--- src/rtl/mem_arbiter.sv ---
// Arbitrates one single-port unified memory between fetch and data ports.
// Define MEM_ARB_ROUND_ROBIN_EN to alternate grants under contention.
module mem_arbiter #(
  parameter int ADDR_WIDTH  = 32,
  parameter int DATA_WIDTH  = 32,
  parameter int MEM_LATENCY = 1
) (
  input  logic                  i_clk,
  input  logic                  i_rstn,
  input  logic                  i_IReq,
  input  logic [ADDR_WIDTH-1:0] i_IAddr,
  output logic                  o_IAck,
  output logic [DATA_WIDTH-1:0] o_IRdata,
  input  logic                  i_DReq,
  input  logic                  i_DWen,
  input  logic [ADDR_WIDTH-1:0] i_DAddr,
  input  logic [DATA_WIDTH-1:0] i_DWd,
  output logic                  o_DAck,
  output logic [DATA_WIDTH-1:0] o_DRd,
  output logic [ADDR_WIDTH-1:0] o_MAddr,
  output logic                  o_MRen,
  output logic                  o_MWen,
  output logic [DATA_WIDTH-1:0] o_MWd,
  input  logic [DATA_WIDTH-1:0] i_MRd,
  output logic                  o_Busy
);

  typedef enum logic [1:0] {
    S_IDLE,
    S_ISSUE,
    S_WAIT,
    S_RESP
  } state_t;

  localparam logic [3:0] LAT_M1 = 4'(MEM_LATENCY - 1);

  state_t                r_state;
  state_t                w_next;
  logic                  r_own_d;
  logic                  r_wen;
  logic [3:0]            r_cnt;
  logic [ADDR_WIDTH-1:0] r_maddr;
  logic [DATA_WIDTH-1:0] r_mwd;
  logic [DATA_WIDTH-1:0] r_irdata;
  logic [DATA_WIDTH-1:0] r_drd;
  logic                  w_any;
  logic                  w_grant_d;
  logic                  w_grant;

  assign w_any   = i_IReq | i_DReq;
  assign w_grant = (r_state == S_IDLE) && w_any;

`ifdef MEM_ARB_ROUND_ROBIN_EN
  // 1 = data port won the most recent grant
  logic r_last_d;

  assign w_grant_d = (i_IReq && i_DReq) ? ~r_last_d : i_DReq;

  always_ff @(posedge i_clk) begin
    if (!i_rstn) begin
      r_last_d <= 1'b0;
    end else if (w_grant) begin
      r_last_d <= w_grant_d;
    end
  end
`else
  assign w_grant_d = i_DReq;
`endif

  always_ff @(posedge i_clk) begin
    if (!i_rstn) begin
      r_state <= S_IDLE;
    end else begin
      r_state <= w_next;
    end
  end

  always_comb begin
    w_next = r_state;
    o_MRen = 1'b0;
    o_MWen = 1'b0;
    o_IAck = 1'b0;
    o_DAck = 1'b0;
    o_Busy = 1'b1;
    unique case (r_state)
      S_IDLE: begin
        o_Busy = 1'b0;
        if (w_any) w_next = S_ISSUE;
      end
      S_ISSUE: begin
        o_MRen = ~r_wen;
        o_MWen = r_wen;
        w_next = r_wen ? S_RESP : S_WAIT;
      end
      S_WAIT: begin
        if (r_cnt == 4'd0) w_next = S_RESP;
      end
      S_RESP: begin
        o_IAck = ~r_own_d;
        o_DAck = r_own_d;
        w_next = S_IDLE;
      end
      default: w_next = S_IDLE;
    endcase
  end

  // Request fields are captured only at the grant edge
  always_ff @(posedge i_clk) begin
    if (!i_rstn) begin
      r_own_d  <= 1'b0;
      r_wen    <= 1'b0;
      r_cnt    <= 4'd0;
      r_maddr  <= '0;
      r_mwd    <= '0;
      r_irdata <= '0;
      r_drd    <= '0;
    end else begin
      if (w_grant) begin
        r_own_d <= w_grant_d;
        r_wen   <= w_grant_d & i_DWen;
        r_maddr <= w_grant_d ? i_DAddr : i_IAddr;
        r_mwd   <= w_grant_d ? i_DWd : '0;
      end
      if (r_state == S_ISSUE && !r_wen) begin
        r_cnt <= LAT_M1;
      end
      if (r_state == S_WAIT) begin
        if (r_cnt == 4'd0) begin
          if (r_own_d) r_drd <= i_MRd;
          else r_irdata <= i_MRd;
        end else begin
          r_cnt <= r_cnt - 4'd1;
        end
      end
    end
  end

  assign o_MAddr  = r_maddr;
  assign o_MWd    = r_mwd;
  assign o_IRdata = r_irdata;
  assign o_DRd    = r_drd;

endmodule

--- config.mk ---
export PLATFORM = sky130hd
export DESIGN_NAME = mem_arbiter
export DESIGN_NICKNAME = d
export VERILOG_FILES = /design/src/rtl/mem_arbiter.sv
export SDC_FILE = /design/constraint.sdc
export NUM_CORES = 1
export LEC_CHECK = 0
export BUFFER_PORTS_ARGS = -buffer_cell sky130_fd_sc_hd__buf_2
export CORE_UTILIZATION = 42
export CTS_CLUSTER_SIZE = 20
export DETAILED_ROUTE_END_ITERATION = 7
export GPL_TIMING_DRIVEN = 0
export PLACE_DENSITY = 0.76
export SLEW_MARGIN = 30
export SYNTH_ARGS = -nofsm -noshare
export SYNTH_HDL_FRONTEND = slang
export SYNTH_SLANG_ARGS = --single-unit
--- constraint.sdc ---
create_clock -name i_clk -period 1.7 [get_ports i_clk]
set_input_delay 0.34 -clock i_clk [delete_from_list [all_inputs] [get_ports i_clk]]
set_output_delay 0.34 -clock i_clk [all_outputs]
set_load 0.02 [all_outputs]
# Yosys cells after proc, flatten, opt, wreduce, memory -nomap -nowiden
# Cells that the tools add are included.
# word_totals
reg_bits	136
in_bits	133
out_inout_bits	133
wordCells	40
# classes
n_addsub	1
eq_ne	5
muxes	14
bitwise_logic	4
n_reduce_logical	8
# op_table
op	count
32-bit 2-to-1 mux	2
4-bit 2-to-1 mux	3
2-bit case mux with 4 select lines	1
1-bit 2-to-1 mux	6
3-bit AND reduction	2
2-bit == test, second input constant	2
4-bit zero test	1
2-bit 2-to-1 mux	2
2-bit != test, second input constant	2
4-bit by 1-bit subtractor with 4-bit output, second input constant	1
2-bit by 1-bit == test with 1-bit output, second input constant	1
1-bit logical AND	2
2-bit zero test	1
1-bit NOT	2
2-bit AND reduction	1
1-bit AND	1
1-bit zero test	1
1-bit OR	1

# Logic depth before layout (Yosys ltp)
# logic_depth
word_depth	5
ltp_mapped	7

# Least setup slack after synthesis
# OpenSTA, ideal clock, no wires.
# synth_timing
path_kind	register -> register
startpoint	reg r_cnt[0]
endpoint	reg r_irdata[28], in the netlist o_IRdata[28]
setup_time_ns	0.072
t_arrival_ns	1.526
required_ns	1.628
setup_slack_ns	0.103
path_stages_with_launch	8
n_path_buf	2
period_less_slack_ns	1.597
path_cell_list	dfxtp_1 -> inv_1 -> ha_1 -> nor3b_4 -> nor3b_2 -> buf_6 -> buf_12 -> mux2i_1
# synth_via
elab_chain_cells	2
# synth_lines
element	line_no	text
from (decl)	41	logic [3:0] r_cnt;
from (signal assigned)	132	r_cnt <= r_cnt - 4'd1;
4-bit zero test	128	if (r_cnt == 4'd0) begin
3-bit AND reduction (no source line)	n/a	
to (signal assigned)	130	else r_irdata <= i_MRd;
to (decl)	44	logic [DATA_WIDTH-1:0] r_irdata;
# Every way passes these cells.
# A chain may end at the register's enable or synchronous reset.

# Worst setup path after layout
# layout_timing
startpoint	reg r_state[1]
endpoint	out o_MWen
# layout_via
elab_chain_cells	2
# layout_lines
element	line_no	text
from (decl)	37	state_t r_state;
from (signal assigned)	74	r_state <= w_next;
2-bit by 1-bit == test with 1-bit output	85	unique case (r_state)
1-bit 2-to-1 mux	85	
to (decl)	22	output logic o_MWen,
# Every way passes these cells.

==> impl_metrics.yaml <==
route:
  route.vias.total: 5151
  route.antenna.remaining_nets: 0
  drt_pre_antenna_iters: 5
  post_drt_via_cell_ratio: 4.87
  dr.first_iter.drc_count: 229
  routed_wl_um: 15200
  drt_wl_cell_um: 14.4
  detail_route.drc_violations: 0
worst_setup_path:
  rr_startpoint: "r_cnt[1]"
  crit_required_ns: 1.36
  critPathBufInv: 2
  critical_path_arrival_ns: 1.32
  reg2reg_setup_slack_ns: 0.08
  crit_family: "flip-flops"
  worst_path_max_delay_cell: "sky130_fd_sc_hd__dfxtp_4"
  slowest_delay_ns: 0.38
  regToRegEndpoint: "o_IRdata[27]"
  cp-start-kind: "flip-flop"
  critical_path_peak_fanout: 4
  setup.worst_path.end_class: "primary output"
  critical_path.cell_chain: "inv_4 > ha_4 > and2_1 > buf_6"
  crit_type: "reg -> out"
  ff2ff_path_depth: 7
finish:
  antenna_cells_inserted: 0
  fin_nets: 1011
  synthToLayoutAreaGrowth_pct: 40.3
  proportion_of_layout_cells_with_a_drive_suffix_above_1_pct: 38.5
  postLayoutCoreUtil_pct: 61.6
cts:
  cts_hold_buffers: 0
  total_clock_buffers_created_by_cts: 17
  worst_skew_pair.late_latency_ns: 0.41
  worst_path_clk_slew_ns: 0.06
  cts_tree: "yes"
  cts_max_level: 4
  cts_root_buffer: "sky130_fd_sc_hd__clkbuf_16"
  cts.path.max_buffers: 2
  clock_sinks: 136
logic_synthesis:
  synth_seq_area_share_pct: 48.4
  synthDistinctLibCells: 30
  yosys.area.top_type_share_pct: 48.4
  netlist_instances: 586
  synth_top_cells_by_count: "sky130_fd_sc_hd__nand2_1, sky130_fd_sc_hd__dfxtp_1, sky130_fd_sc_hd__mux2i_1"
  postSynthRegisterBits: 136
  postSynth.topFlopCell: "sky130_fd_sc_hd__dfxtp_1"
  synthesis.area_um2: 5630
  synthArstFlopShare_pct: 0
  syn_avg_cell_area_um2: 9.60
  post_synth_main_area_contributors: "sky130_fd_sc_hd__dfxtp_1, sky130_fd_sc_hd__mux2i_1, sky130_fd_sc_hd__nand2_1, sky130_fd_sc_hd__o211a_1, sky130_fd_sc_hd__a21boi_0"
  synthDominantAreaCellType: "sky130_fd_sc_hd__dfxtp_1"
  yosysMostFrequentCell: "sky130_fd_sc_hd__nand2_1"
  synth_warnings: 0
  post_synthesis_net_count: 724
  synth_edf_count: 0
sta:
  tightestPinTransition_ns: 0.540
  timing.final.ws_setup_ns: 0.0404
  maxClockFrequency_ghz: 0.603
  timing_hold_violations_final: 0
  slew_violations: 0
  timing.max_slew.rel_slack_pct: 64.0
  timing.final.crit_period_ns: 1.66
  setup_violations: 0
  timing.clock.skew_ns: 0.00590
  fin_crit_sh_pct: 97.6
power_and_ir_drop:
  static-leakage-power_nw: 4.20
  power_density_nw_per_um2: 1470
  ir_worst_vdd_mv: 0.785
placement:
  pre_cts_ws_ns: -0.181
  routabilityCongestion: 0.803
  port_buffers: 263
  dpl.hpwl_um: 11200
grt:
  grt_overflow_total: 0
  grt_pass1_wl_um: 24300
  initial_antenna_violation_count: 0
  first_global_vias: 5079
  grt_max_degree: 17
  grt_util_all_layers_pct: 21.9
status:
  run_status: "finished, final reports clean"
run:
  cap_violations: 0
die:
  initial_core_util_pct: 43.9
  die-height_um: 118
  num_io_pins: 266
  placementRows: 41
  die_width_um: 118
  core_region_area_um2: 12800
  die_area_um2: 13900
hold_path:
  min_path_type: "in -> reg"
  worst_case_hold_path_end_point: "o_DRd[24]"
  worstHoldStart: "i_MRd[24]"
  holdPathStages: 3
## registers in the layout (all words and copies together) (netlist names)
name and flops:
o_IRdata 32, o_MAddr 32, r_state 2, r_wen 1, o_DRd 32, r_cnt 4, r_own_d 1, o_MWd 32
## routing by layer
metal | wire [um] | share of wire [%] | track usage [%] | vias up
met2 | 7530 | 50 | 38.3 | 183
met5 | 0 | 0 | 0 | -
met4 | 347 | 2.3 | 9.54 | 0
met1 | 6390 | 42 | 25.0 | 2366
met3 | 892 | 5.9 | 5.57 | 26
li1 | - | - | - | 2576
## stage by stage
step / area [um^2] / setup TNS [ns] / power [W] / std cells / hold WS, ns
finish: 7900 / 0 / 0.0116 / 1057 / 0.193
global route: 7900 / -0.100 / 0.0122 / 1057 / 0.187
CTS: 7780 / -1.24 / 0.0115 / 1053 / 0.182
detailed placement: 7160 / -9.04 / 0.00776 / 1021 / 0.444
global placement: 7160 / -6.75 / 0.00773 / 1021 / 0.440
floorplan: 5630 / 0 / 0.00654 / 586 / 0.458
## cell usage in the layout (no fill, tap or decap), types with 2 or more instances in the layout
cell	n
sky130_fd_sc_hd__nand2_1	165
sky130_fd_sc_hd__nand3_1	35
sky130_fd_sc_hd__clkbuf_2	4
sky130_fd_sc_hd__inv_4	3
sky130_fd_sc_hd__buf_12	3
sky130_fd_sc_hd__a21boi_0	36
sky130_fd_sc_hd__buf_4	5
sky130_fd_sc_hd__clkinv_2	2
sky130_fd_sc_hd__ha_4	4
sky130_fd_sc_hd__buf_1	2
sky130_fd_sc_hd__inv_1	4
sky130_fd_sc_hd__o21a_1	3
sky130_fd_sc_hd__and2_1	2
sky130_fd_sc_hd__buf_2	277
sky130_fd_sc_hd__nor3b_4	2
sky130_fd_sc_hd__bufinv_16	2
sky130_fd_sc_hd__nor3_1	2
sky130_fd_sc_hd__buf_6	4
sky130_fd_sc_hd__clkbuf_8	3
sky130_fd_sc_hd__o211a_1	34
sky130_fd_sc_hd__clkbuf_16	17
sky130_fd_sc_hd__clkbuf_1	22
sky130_fd_sc_hd__dfxtp_4	2
sky130_fd_sc_hd__clkinv_4	2
sky130_fd_sc_hd__clkinvlp_4	3
sky130_fd_sc_hd__nor2b_1	2
sky130_fd_sc_hd__mux2i_1	97
sky130_fd_sc_hd__dfxtp_1	133
## worst min-delay path: cells and delay by family
family,cells,cell delay [ns]
buf+inv,1,0.10
mux,1,0.06
simple gates,1,0.06
## worst max-delay path by stage
stage	startpoint	cells after the start	endpoint
final	r_state[1]	4	o_MWen
after global routing	r_cnt[1]	7	o_IRdata[15]
after CTS	r_state[0]	5	o_Busy
after detailed placement	r_state[0]	7	o_MWd[1]
after global placement	r_state[0]	7	o_MWd[23]
after floorplan	r_cnt[0]	7	o_IRdata[28]
## what timing repair did
action / 4_1_cts / 5_1_grt
setup buffers: 1 / 4
pin swaps: 0 / 0
cloned: 0 / 0
setup endpoints to repair: 121 / 101
gates resized for setup: 10 / 27
## layout make-up
type	count	area, um^2
sequential	136	2730
buffer	48	269
fill	1191	4930
clock buffer	21	470
tap	172	215
multi-input combinational	394	2690
timing repair buffer	268	1370
inverter	8	37.5
clock inverter	10	119
## where the power goes
part           switching, W  internal [W]  leakage [nW]
logic               0.00234       0.00152          2.81
clock network       0.00135       0.00227         0.282
registers          0.000321       0.00379          1.11
total               0.00402       0.00758          4.20
## cells by family after synthesis
| kind of cell | synth area share [%] |
|---|---|
| and+or+nand+nor | 15.9 |
| DFF | 48.4 |
| muxes | 17.3 |
| AOI/OAI and AO/OA | 12.2 |
| buffers and inverters | 5.07 |
| adders and majority gates | 1.11 |
(Power assumes the default switching activity.)
